`config.mk`:
```
export PLATFORM = sky130hd
export DESIGN_NAME = mc_ctrl
export DESIGN_NICKNAME = d
export VERILOG_FILES = /design/src/rtl/mc_ctrl_pkg.sv /design/src/rtl/mc_ctrl_decode.sv /design/src/rtl/mc_ctrl.sv
export SDC_FILE = /design/constraint.sdc
export NUM_CORES = 1
export LEC_CHECK = 0
export BUFFER_PORTS_ARGS = -buffer_cell sky130_fd_sc_hd__buf_2
export CORE_MARGIN = 1.5
export CORE_UTILIZATION = 50
export CTS_CLUSTER_SIZE = 14
export DETAILED_ROUTE_END_ITERATION = 16
export GPL_ROUTABILITY_DRIVEN = 0
export GPL_TIMING_DRIVEN = 0
export HOLD_SLACK_MARGIN = 0.06
export PLACE_DENSITY = 0.78
export SETUP_SLACK_MARGIN = 0.2
export SYNTH_ARGS = -nofsm -noshare
export SYNTH_HDL_FRONTEND = slang
export SYNTH_HIERARCHICAL = 1
export SYNTH_SLANG_ARGS = --single-unit
```
`constraint.sdc`:
```
create_clock -name clk -period 1.95 [get_ports clk]
set_clock_uncertainty 0.1 [all_clocks]
set_input_delay 0 -clock clk [delete_from_list [all_inputs] [get_ports clk]]
set_output_delay 0 -clock clk [all_outputs]
set_load 0.02 [all_outputs]
```
`src/rtl/mc_ctrl_pkg.sv`:
```
// Shared definitions for the multi-cycle main controller: state codes, opcode/funct
// constants, and the datapath select encodings. The jump codes are shared with the
// next-PC unit, so keep them in step with it.
package mc_defs;

    localparam int OP_W = 6;
    localparam int ST_W = 3;

    typedef enum logic [ST_W-1:0] {
        S_IDLE   = 3'd0,
        S_FETCH  = 3'd1,
        S_DECODE = 3'd2,
        S_EXE    = 3'd3,
        S_MEM    = 3'd4,
        S_WB     = 3'd5
    } state_t;

    // Instruction classes: each one picks a distinct path through the FSM.
    typedef enum logic [2:0] {
        CL_NOP = 3'd0,   // unsupported encoding, retired as a no-op
        CL_ALU = 3'd1,   // addu, subu, ori, lui
        CL_LW  = 3'd2,
        CL_SW  = 3'd3,
        CL_BEQ = 3'd4,
        CL_J   = 3'd5,
        CL_JR  = 3'd6,
        CL_JAL = 3'd7
    } cls_t;

    // Opcodes (instr[31:26])
    localparam logic [OP_W-1:0] OP_RTYPE = 6'b000000;
    localparam logic [OP_W-1:0] OP_ORI   = 6'b001101;
    localparam logic [OP_W-1:0] OP_LUI   = 6'b001111;
    localparam logic [OP_W-1:0] OP_LW    = 6'b100011;
    localparam logic [OP_W-1:0] OP_SW    = 6'b101011;
    localparam logic [OP_W-1:0] OP_BEQ   = 6'b000100;
    localparam logic [OP_W-1:0] OP_J     = 6'b000010;
    localparam logic [OP_W-1:0] OP_JAL   = 6'b000011;

    // Funct codes for R-type (instr[5:0])
    localparam logic [OP_W-1:0] FN_ADDU  = 6'b100001;
    localparam logic [OP_W-1:0] FN_SUBU  = 6'b100011;
    localparam logic [OP_W-1:0] FN_JR    = 6'b001000;

    // Next-PC jump select
    localparam logic [1:0] JMP_NONE = 2'b00;
    localparam logic [1:0] JMP_J    = 2'b01;
    localparam logic [1:0] JMP_JR   = 2'b10;
    localparam logic [1:0] JMP_JAL  = 2'b11;

    // Register-file destination select
    localparam logic [1:0] RD_RT    = 2'b00;
    localparam logic [1:0] RD_RD    = 2'b01;
    localparam logic [1:0] RD_RA    = 2'b10;

    // Register-file write-data select
    localparam logic [1:0] WD_ALU   = 2'b00;
    localparam logic [1:0] WD_MEM   = 2'b01;
    localparam logic [1:0] WD_PC4   = 2'b10;

    // ALU operation
    localparam logic [1:0] ALU_ADD  = 2'b00;
    localparam logic [1:0] ALU_SUB  = 2'b01;
    localparam logic [1:0] ALU_OR   = 2'b10;
    localparam logic [1:0] ALU_LUI  = 2'b11;

    // Static per-instruction control fields, captured once in DECODE.
    typedef struct packed {
        cls_t       cls;
        logic [1:0] alu_op;
        logic       ext_sign;
        logic [1:0] reg_dst;
        logic [1:0] wd_sel;
    } ctl_t;

    localparam ctl_t CTL_NOP = '{cls: CL_NOP, alu_op: ALU_ADD, ext_sign: 1'b0,
                                 reg_dst: RD_RT, wd_sel: WD_ALU};

endpackage

```
`src/rtl/mc_ctrl_decode.sv`:
```
// mc_decode: combinational opcode/funct -> instruction class and static control fields.
// Ports: opcode/funct in; ctl (class, alu_op, ext_sign, reg_dst, wd_sel) and illegal out.
// Purely combinational; no state, no flow control.
module mc_decode
    import mc_defs::*;
(
    input  logic [OP_W-1:0] opcode,
    input  logic [OP_W-1:0] funct,
    output ctl_t            ctl,
    output logic            illegal
);

    always_comb begin
        ctl     = CTL_NOP;
        illegal = 1'b0;
        case (opcode)
            OP_RTYPE: begin
                case (funct)
                    FN_ADDU: begin
                        ctl.cls     = CL_ALU;
                        ctl.alu_op  = ALU_ADD;
                        ctl.reg_dst = RD_RD;
                    end
                    FN_SUBU: begin
                        ctl.cls     = CL_ALU;
                        ctl.alu_op  = ALU_SUB;
                        ctl.reg_dst = RD_RD;
                    end
                    FN_JR: begin
                        ctl.cls = CL_JR;
                    end
                    default: illegal = 1'b1;
                endcase
            end
            OP_ORI: begin
                ctl.cls    = CL_ALU;
                ctl.alu_op = ALU_OR;
            end
            OP_LUI: begin
                ctl.cls    = CL_ALU;
                ctl.alu_op = ALU_LUI;
            end
            OP_LW: begin
                ctl.cls      = CL_LW;
                ctl.ext_sign = 1'b1;
                ctl.wd_sel   = WD_MEM;
            end
            OP_SW: begin
                ctl.cls      = CL_SW;
                ctl.ext_sign = 1'b1;
            end
            OP_BEQ: begin
                ctl.cls      = CL_BEQ;
                ctl.alu_op   = ALU_SUB;
                ctl.ext_sign = 1'b1;
            end
            OP_J: begin
                ctl.cls = CL_J;
            end
            OP_JAL: begin
                ctl.cls     = CL_JAL;
                ctl.reg_dst = RD_RA;
                ctl.wd_sel  = WD_PC4;
            end
            default: illegal = 1'b1;
        endcase
    end

endmodule

```
`src/rtl/mc_ctrl.sv`:
```
// mc_ctrl: multi-cycle MIPS main controller, IDLE/FETCH/DECODE/EXE/MEM/WB sequencing.
// Ports: clk/rst_n; opcode/funct/zero flags; imem/dmem req/ack handshakes; datapath
// enables (ir_wr, pc_wr, rf_wr, dm_wr), next-PC selects (branch, jump), field selects.
module mc_ctrl
    import mc_defs::*;
(
    input  logic            clk,
    input  logic            rst_n,
    input  logic [OP_W-1:0] opcode,
    input  logic [OP_W-1:0] funct,
    input  logic            zero,
    output logic            imem_req,
    input  logic            imem_ack,
    output logic            dmem_req,
    input  logic            dmem_ack,
    output logic            ir_wr,
    output logic            pc_wr,
    output logic            branch,
    output logic [1:0]      jump,
    output logic            rf_wr,
    output logic            dm_wr,
    output logic [1:0]      reg_dst,
    output logic [1:0]      wd_sel,
    output logic [1:0]      alu_op,
    output logic            ext_sign,
    output logic            illegal
);

    state_t state, state_nxt;
    ctl_t   dec_ctl;
    logic   dec_illegal;
    ctl_t   ctl_q;

    mc_decode u_decode (
        .opcode  (opcode),
        .funct   (funct),
        .ctl     (dec_ctl),
        .illegal (dec_illegal)
    );

    // The decoded fields are held for the rest of the instruction so the later
    // states do not depend on the IR bus staying stable.
    always_ff @(posedge clk or negedge rst_n) begin
        if (!rst_n) begin
            state <= S_IDLE;
            ctl_q <= CTL_NOP;
        end else begin
            state <= state_nxt;
            if (state == S_DECODE) begin
                ctl_q <= dec_ctl;
            end
        end
    end

    // All outputs are decoded from the registered state, so an asynchronous reset
    // forces every enable low in the same instant the state returns to IDLE.
    always_comb begin
        state_nxt = state;
        imem_req  = 1'b0;
        dmem_req  = 1'b0;
        ir_wr     = 1'b0;
        pc_wr     = 1'b0;
        branch    = 1'b0;
        jump      = JMP_NONE;
        rf_wr     = 1'b0;
        dm_wr     = 1'b0;
        reg_dst   = RD_RT;
        wd_sel    = WD_ALU;
        alu_op    = ALU_ADD;
        ext_sign  = 1'b0;
        illegal   = 1'b0;

        case (state)
            S_IDLE: begin
                state_nxt = S_FETCH;
            end
            S_FETCH: begin
                imem_req = 1'b1;
                if (imem_ack) begin
                    ir_wr     = 1'b1;
                    state_nxt = S_DECODE;
                end
            end
            S_DECODE: begin
                // Unsupported encodings decode to CL_NOP and simply retire in EXE.
                illegal   = dec_illegal;
                state_nxt = S_EXE;
            end
            S_EXE: begin
                alu_op   = ctl_q.alu_op;
                ext_sign = ctl_q.ext_sign;
                case (ctl_q.cls)
                    CL_BEQ: begin
                        branch    = zero;
                        pc_wr     = 1'b1;
                        state_nxt = S_FETCH;
                    end
                    CL_J: begin
                        jump      = JMP_J;
                        pc_wr     = 1'b1;
                        state_nxt = S_FETCH;
                    end
                    CL_JR: begin
                        jump      = JMP_JR;
                        pc_wr     = 1'b1;
                        state_nxt = S_FETCH;
                    end
                    CL_LW, CL_SW: begin
                        state_nxt = S_MEM;
                    end
                    CL_ALU, CL_JAL: begin
                        state_nxt = S_WB;
                    end
                    default: begin
                        pc_wr     = 1'b1;
                        state_nxt = S_FETCH;
                    end
                endcase
            end
            S_MEM: begin
                dmem_req = 1'b1;
                dm_wr    = (ctl_q.cls == CL_SW);
                if (dmem_ack) begin
                    if (ctl_q.cls == CL_SW) begin
                        pc_wr     = 1'b1;
                        state_nxt = S_FETCH;
                    end else begin
                        state_nxt = S_WB;
                    end
                end
            end
            S_WB: begin
                rf_wr     = 1'b1;
                pc_wr     = 1'b1;
                reg_dst   = ctl_q.reg_dst;
                wd_sel    = ctl_q.wd_sel;
                jump      = (ctl_q.cls == CL_JAL) ? JMP_JAL : JMP_NONE;
                state_nxt = S_FETCH;
            end
            default: begin
                state_nxt = S_IDLE;
            end
        endcase
    end

endmodule

```
# Yosys cells after proc, flatten, opt, wreduce, memory -nomap -nowiden
# Cells that the tools add are included.
op_classes:
  eq_ne: 24
  muxes: 35
  n_reduce_logical: 12
ops:
  columns: ["op", "n"]
  rows:
  - ["6-bit == test, second input constant", 4]
  - ["3-bit case mux with 7 select lines", 1]
  - ["3-bit == test, second input constant", 6]
  - ["6-bit by 4-bit == test with 1-bit output, second input constant", 3]
  - ["1-bit 2-to-1 mux", 17]
  - ["2-bit case mux with 2 select lines", 4]
  - ["3-bit case mux with 5 select lines", 1]
  - ["3-bit by 2-bit == test with 1-bit output, second input constant", 4]
  - ["6-bit by 2-bit == test with 1-bit output, second input constant", 2]
  - ["3-bit case mux with 2 select lines", 2]
  - ["2-bit OR reduction", 5]
  - ["3-bit 2-to-1 mux", 3]
  - ["2-bit 2-to-1 mux", 4]
  - ["2-bit case mux with 4 select lines", 1]
  - ["7-bit OR reduction", 1]
  - ["3-bit by 1-bit == test with 1-bit output, second input constant", 2]
  - ["6-bit by 3-bit == test with 1-bit output, second input constant", 1]
  - ["6-bit zero test", 1]
  - ["3-bit OR reduction", 2]
  - ["2-bit != test, second input constant", 2]
  - ["4-bit OR reduction", 1]
  - ["3-bit zero test", 1]
  - ["1-bit case mux with 3 select lines", 1]
  - ["1-bit case mux with 2 select lines", 1]
  - ["2-bit AND reduction", 1]
totals:
  regBits: 13
  in_bits: 17
  output_inout_bits: 17
  wordCells: 77

# Longest topological paths before layout
depth:
  word_depth: 5
  mapped_depth: 5
  ltp_nobuf: 4

# Modules after synthesis
# Netlist, hierarchy kept.
by_module_without_submodules:
  columns: ["module", "n_inst", "cells_each", "area_per_inst_um2", "seq_area_each_um2"]
  rows:
  - ["mc_ctrl", 1, 67, 773.2, 325.3]
  - ["mc_decode", 1, 46, 312.8, 0.0]

# Least setup slack after synthesis
# Ideal clock, no wire load.
synth_path:
  path_type: "reg-to-output"
  startpoint: "reg state[1]"
  endpoint: "out dm_wr"
  t_arrival_ns: 1.301
  setup_slack_ns: 0.549
  path_stages_with_launch: 4
  path_buffers: 0
  path_cell_list: "dfrtp_1 -> nand2b_1 -> nor2_1 -> and3_1"
synth_via:
  elab_chain_len: 2
synth_lines:
  columns: ["item", "line_no", "rtl"]
  rows:
  - ["from (decl)", "mc_ctrl.sv:29", "state_t state, state_nxt;"]
  - ["from (signal assigned)", "mc_ctrl.sv:48", "state <= state_nxt;"]
  - ["3-bit == test", "mc_ctrl.sv:73", "case (state)"]
  - ["1-bit 2-to-1 mux", "mc_ctrl.sv:73", null]
  - ["to (decl)", "mc_ctrl.sv:21", "output logic dm_wr,"]
# No other way between the ends.

# Final worst setup path
layout_path:
  startpoint: "in opcode[4]"
  endpoint: "out illegal"
layout_via:
  elab_chain_len: 4
  elab_cells_between_ends: 11
layout_lines:
  columns: ["item", "line_no", "rtl"]
  rows:
  - ["from (decl)", "mc_ctrl.sv:9", "input logic [OP_W-1:0] opcode,"]
  - ["6-bit by 2-bit == test with 1-bit output (tied with other cells)", "mc_ctrl_decode.sv:16", "case (opcode)"]
  - ["7-bit OR reduction (no source line)", null, null]
  - ["1-bit case mux with 2 select lines (*)", "mc_ctrl_decode.sv:16", null]
  - ["net dec_illegal", "mc_ctrl.sv:31", "logic dec_illegal;"]
  - ["1-bit 2-to-1 mux (*)", "mc_ctrl.sv:73", null]
  - ["to (decl)", "mc_ctrl.sv:26", "output logic illegal"]
# The timed path passes the listed nets; every way through them passes the cells marked *.

==> qor.yml <==
drive_above_1_share: 0.379
critPathLaunchType: "input port"
leakage_uw: 0.000674
vias_per_cell: 5.48
area_delta_synth_final_pct: 25.0
ant_nets: 0
dp_hpwl_um: 1710
final_area_um2: 1360
track_usage: 0.209
syn_area_per_cell_um2: 9.61
htreeDepth: 1
synth_area_leaders: "dfrtp_1, mux2_4, and2_1"
cts_inserted_buffers: 3
cts_tree: "built"
nNetsFinal: 171
synth_nets: 130
hold_ws_ns: 0.0909
setup_viol: 0
ys_seq_elements: 13
first_iter_violations: 14
placementRows: 16
ioPinCount: 34
grt_pass1_wl_um: 4010
ir_worst_vdd_v: 0.000629
async_reset_ff_frac: 1.00
synth_most_common_cell: "dfrtp_1"
worstMarginPinSlew_ns: 0.615
synth-edff-count: 0
yosys-top-cells-count: "dfrtp_1, nor2_1, and2_1"
routed_wire_length_per_instance_um: 13.1
final.min_clock_period_ns: 1.65
die_area_um2: 2460
cp_max_fo: 7
vias: 986
die_x_um: 49.6
fin_crit_sh: 0.848
synth_cell_types: 44
grt_overflow_total: 0
insertion_delay_ns: 0.27
slew_viol_final: 0
start_util: 0.543
path_clk_slew_ns: 0.08
diodes: 0
cp.arrival_ns: 1.55
place_inst: 170
rsz0062_at_grt: "false"
cp.required_ns: 1.85
top_layer: "met4"
synth_top_flop_cell: "dfrtp_1"
clk_path_buf_depth: 2
drc_errors: 0
firstDrtPassIters: 4
synth_top_area_frac: 0.300
synth_cells: 113
wl_met3_um: 116
clock-sinks: 13
post_cts_buffers: 0
antenna_found_initial: 0
fin_cells: 180
coreArea_um2: 2000
grt_pass1_vias: 934
hold_viol_final: 0
netlist_area_um2: 1090
wl_met1_um: 1130
ctsRootBufferMaster: "clkbuf_4"
power-per-cell-area_nw_per_um2: 861
maxCapViolCount: 0
placed_cell_area_um2: 1270
crit_path_end_kind: "output pin"
wl_met2_um: 1110
yosys_warnings: 6
yosysTopAreaCell: "dfrtp_1"
fill_cells: 190
ys_seq_area_frac: 0.300
drt-total-wl_um: 2370
grt_max_degree: 14
die_y_um: 49.6
dpl_worst_slack_ns: 0.520
slew_headroom: 0.589
hp-class: "in -> reg"
fin_tns_setup_ns: 0
status: "finished, final reports clean"
place.port_buffers: 30
clock.fmax_mhz: 605
setup_ws_ns: 0.296
critPathKind: "in -> out"
-- registers in the layout (all words and copies together), names as in the netlist --
name   flops
state      3
ctl_q     10
-- critical path: stages --
cell	delay [ns]
dlygate4sd3_1	0.53
buf_2	0.16
nor2_1	0.27
and2_1	0.18
a311o_1	0.14
and2_1	0.11
buf_2	0.16
-- layout make-up --
class                      instances  area, um^2  share of cell area
timing repair buffer              36         210               0.155
sequential                        13         327               0.241
tap                               27        33.8              0.0249
inverter                           4        15.0              0.0111
clock buffer                       4        26.3              0.0194
buffer                             8        78.8              0.0581
multi-input combinational         88         667               0.491
-- kinds of logic (layout without fill, tap and decap cells) --
logic type             count (synthesis)  count (layout)  synth area share
AO/OA/AOI/OAI                         16              16             0.109
flip-flops                            13              13             0.300
buffers and inverters                 12              52            0.0864
AND/OR/NAND/NOR                       60              60             0.351
multiplexers                          12              12             0.153
-- routing by layer --
layer | up-vias | global-route usage
li1 | 496 | -
met1 | 457 | 0.272
met2 | 31 | 0.353
met3 | 2 | 0.0394
met4 | 0 | 0.0602
met5 | - | 0
-- cell usage in the layout, fill, tap and decap left out, types with 3 or more instances in the layout --
| cell type | instances |
|---|---|
| buf_6 | 3 |
| nand2_1 | 6 |
| clkbuf_4 | 3 |
| nor2_1 | 11 |
| nand2b_1 | 4 |
| inv_1 | 4 |
| dfrtp_1 | 12 |
| nand3b_1 | 4 |
| and3_1 | 5 |
| nand3_1 | 3 |
| dlygate4sd3_1 | 6 |
| buf_2 | 32 |
| mux2_4 | 9 |
| and2_1 | 10 |
-- what timing repair did --
| item | CTS | global route |
|---|---|---|
| setup endpoints to repair | 0 | 1 |
| hold endpoints to repair | 18 | 0 |
| hold buffers | 6 | 0 |
| gates resized for setup | 0 | 1 |
-- stage by stage --
step                      total power (uW)  utilization
final                                 1170        0.678
after CTS                             1170        0.678
after detailed placement               990        0.634
after floorplan                        848            -
after global routing                  1260        0.678
after global placement                 977        0.634
-- path summary, 6_finish.rpt --
check                                           from                   end  slack (ns)  cells past startpoint
worst max-delay path                       opcode[4]               illegal        0.30                      7
worst min-delay path                        funct[5]  ctl_q[2]$_DFFE_PN0N_        0.09                      3
worst max register to register  state[0]$_DFFE_PN0P_  ctl_q[2]$_DFFE_PN0N_        0.51                      5
worst min register to register  ctl_q[3]$_DFFE_PN0N_  ctl_q[3]$_DFFE_PN0N_        0.41                      1
max in group asynchronous                      rst_n  state[1]$_DFFE_PN0P_        0.62                      3
min in group asynchronous                      rst_n  state[2]$_DFFE_PN0P_        0.70                      3
-- report_power, final --
group / internal (uW) / switching [uW]
combinational: 290 / 297
clock: 79.2 / 90.6
sequential: 336 / 76.9
total: 705 / 464
(Power assumes the default switching activity.)
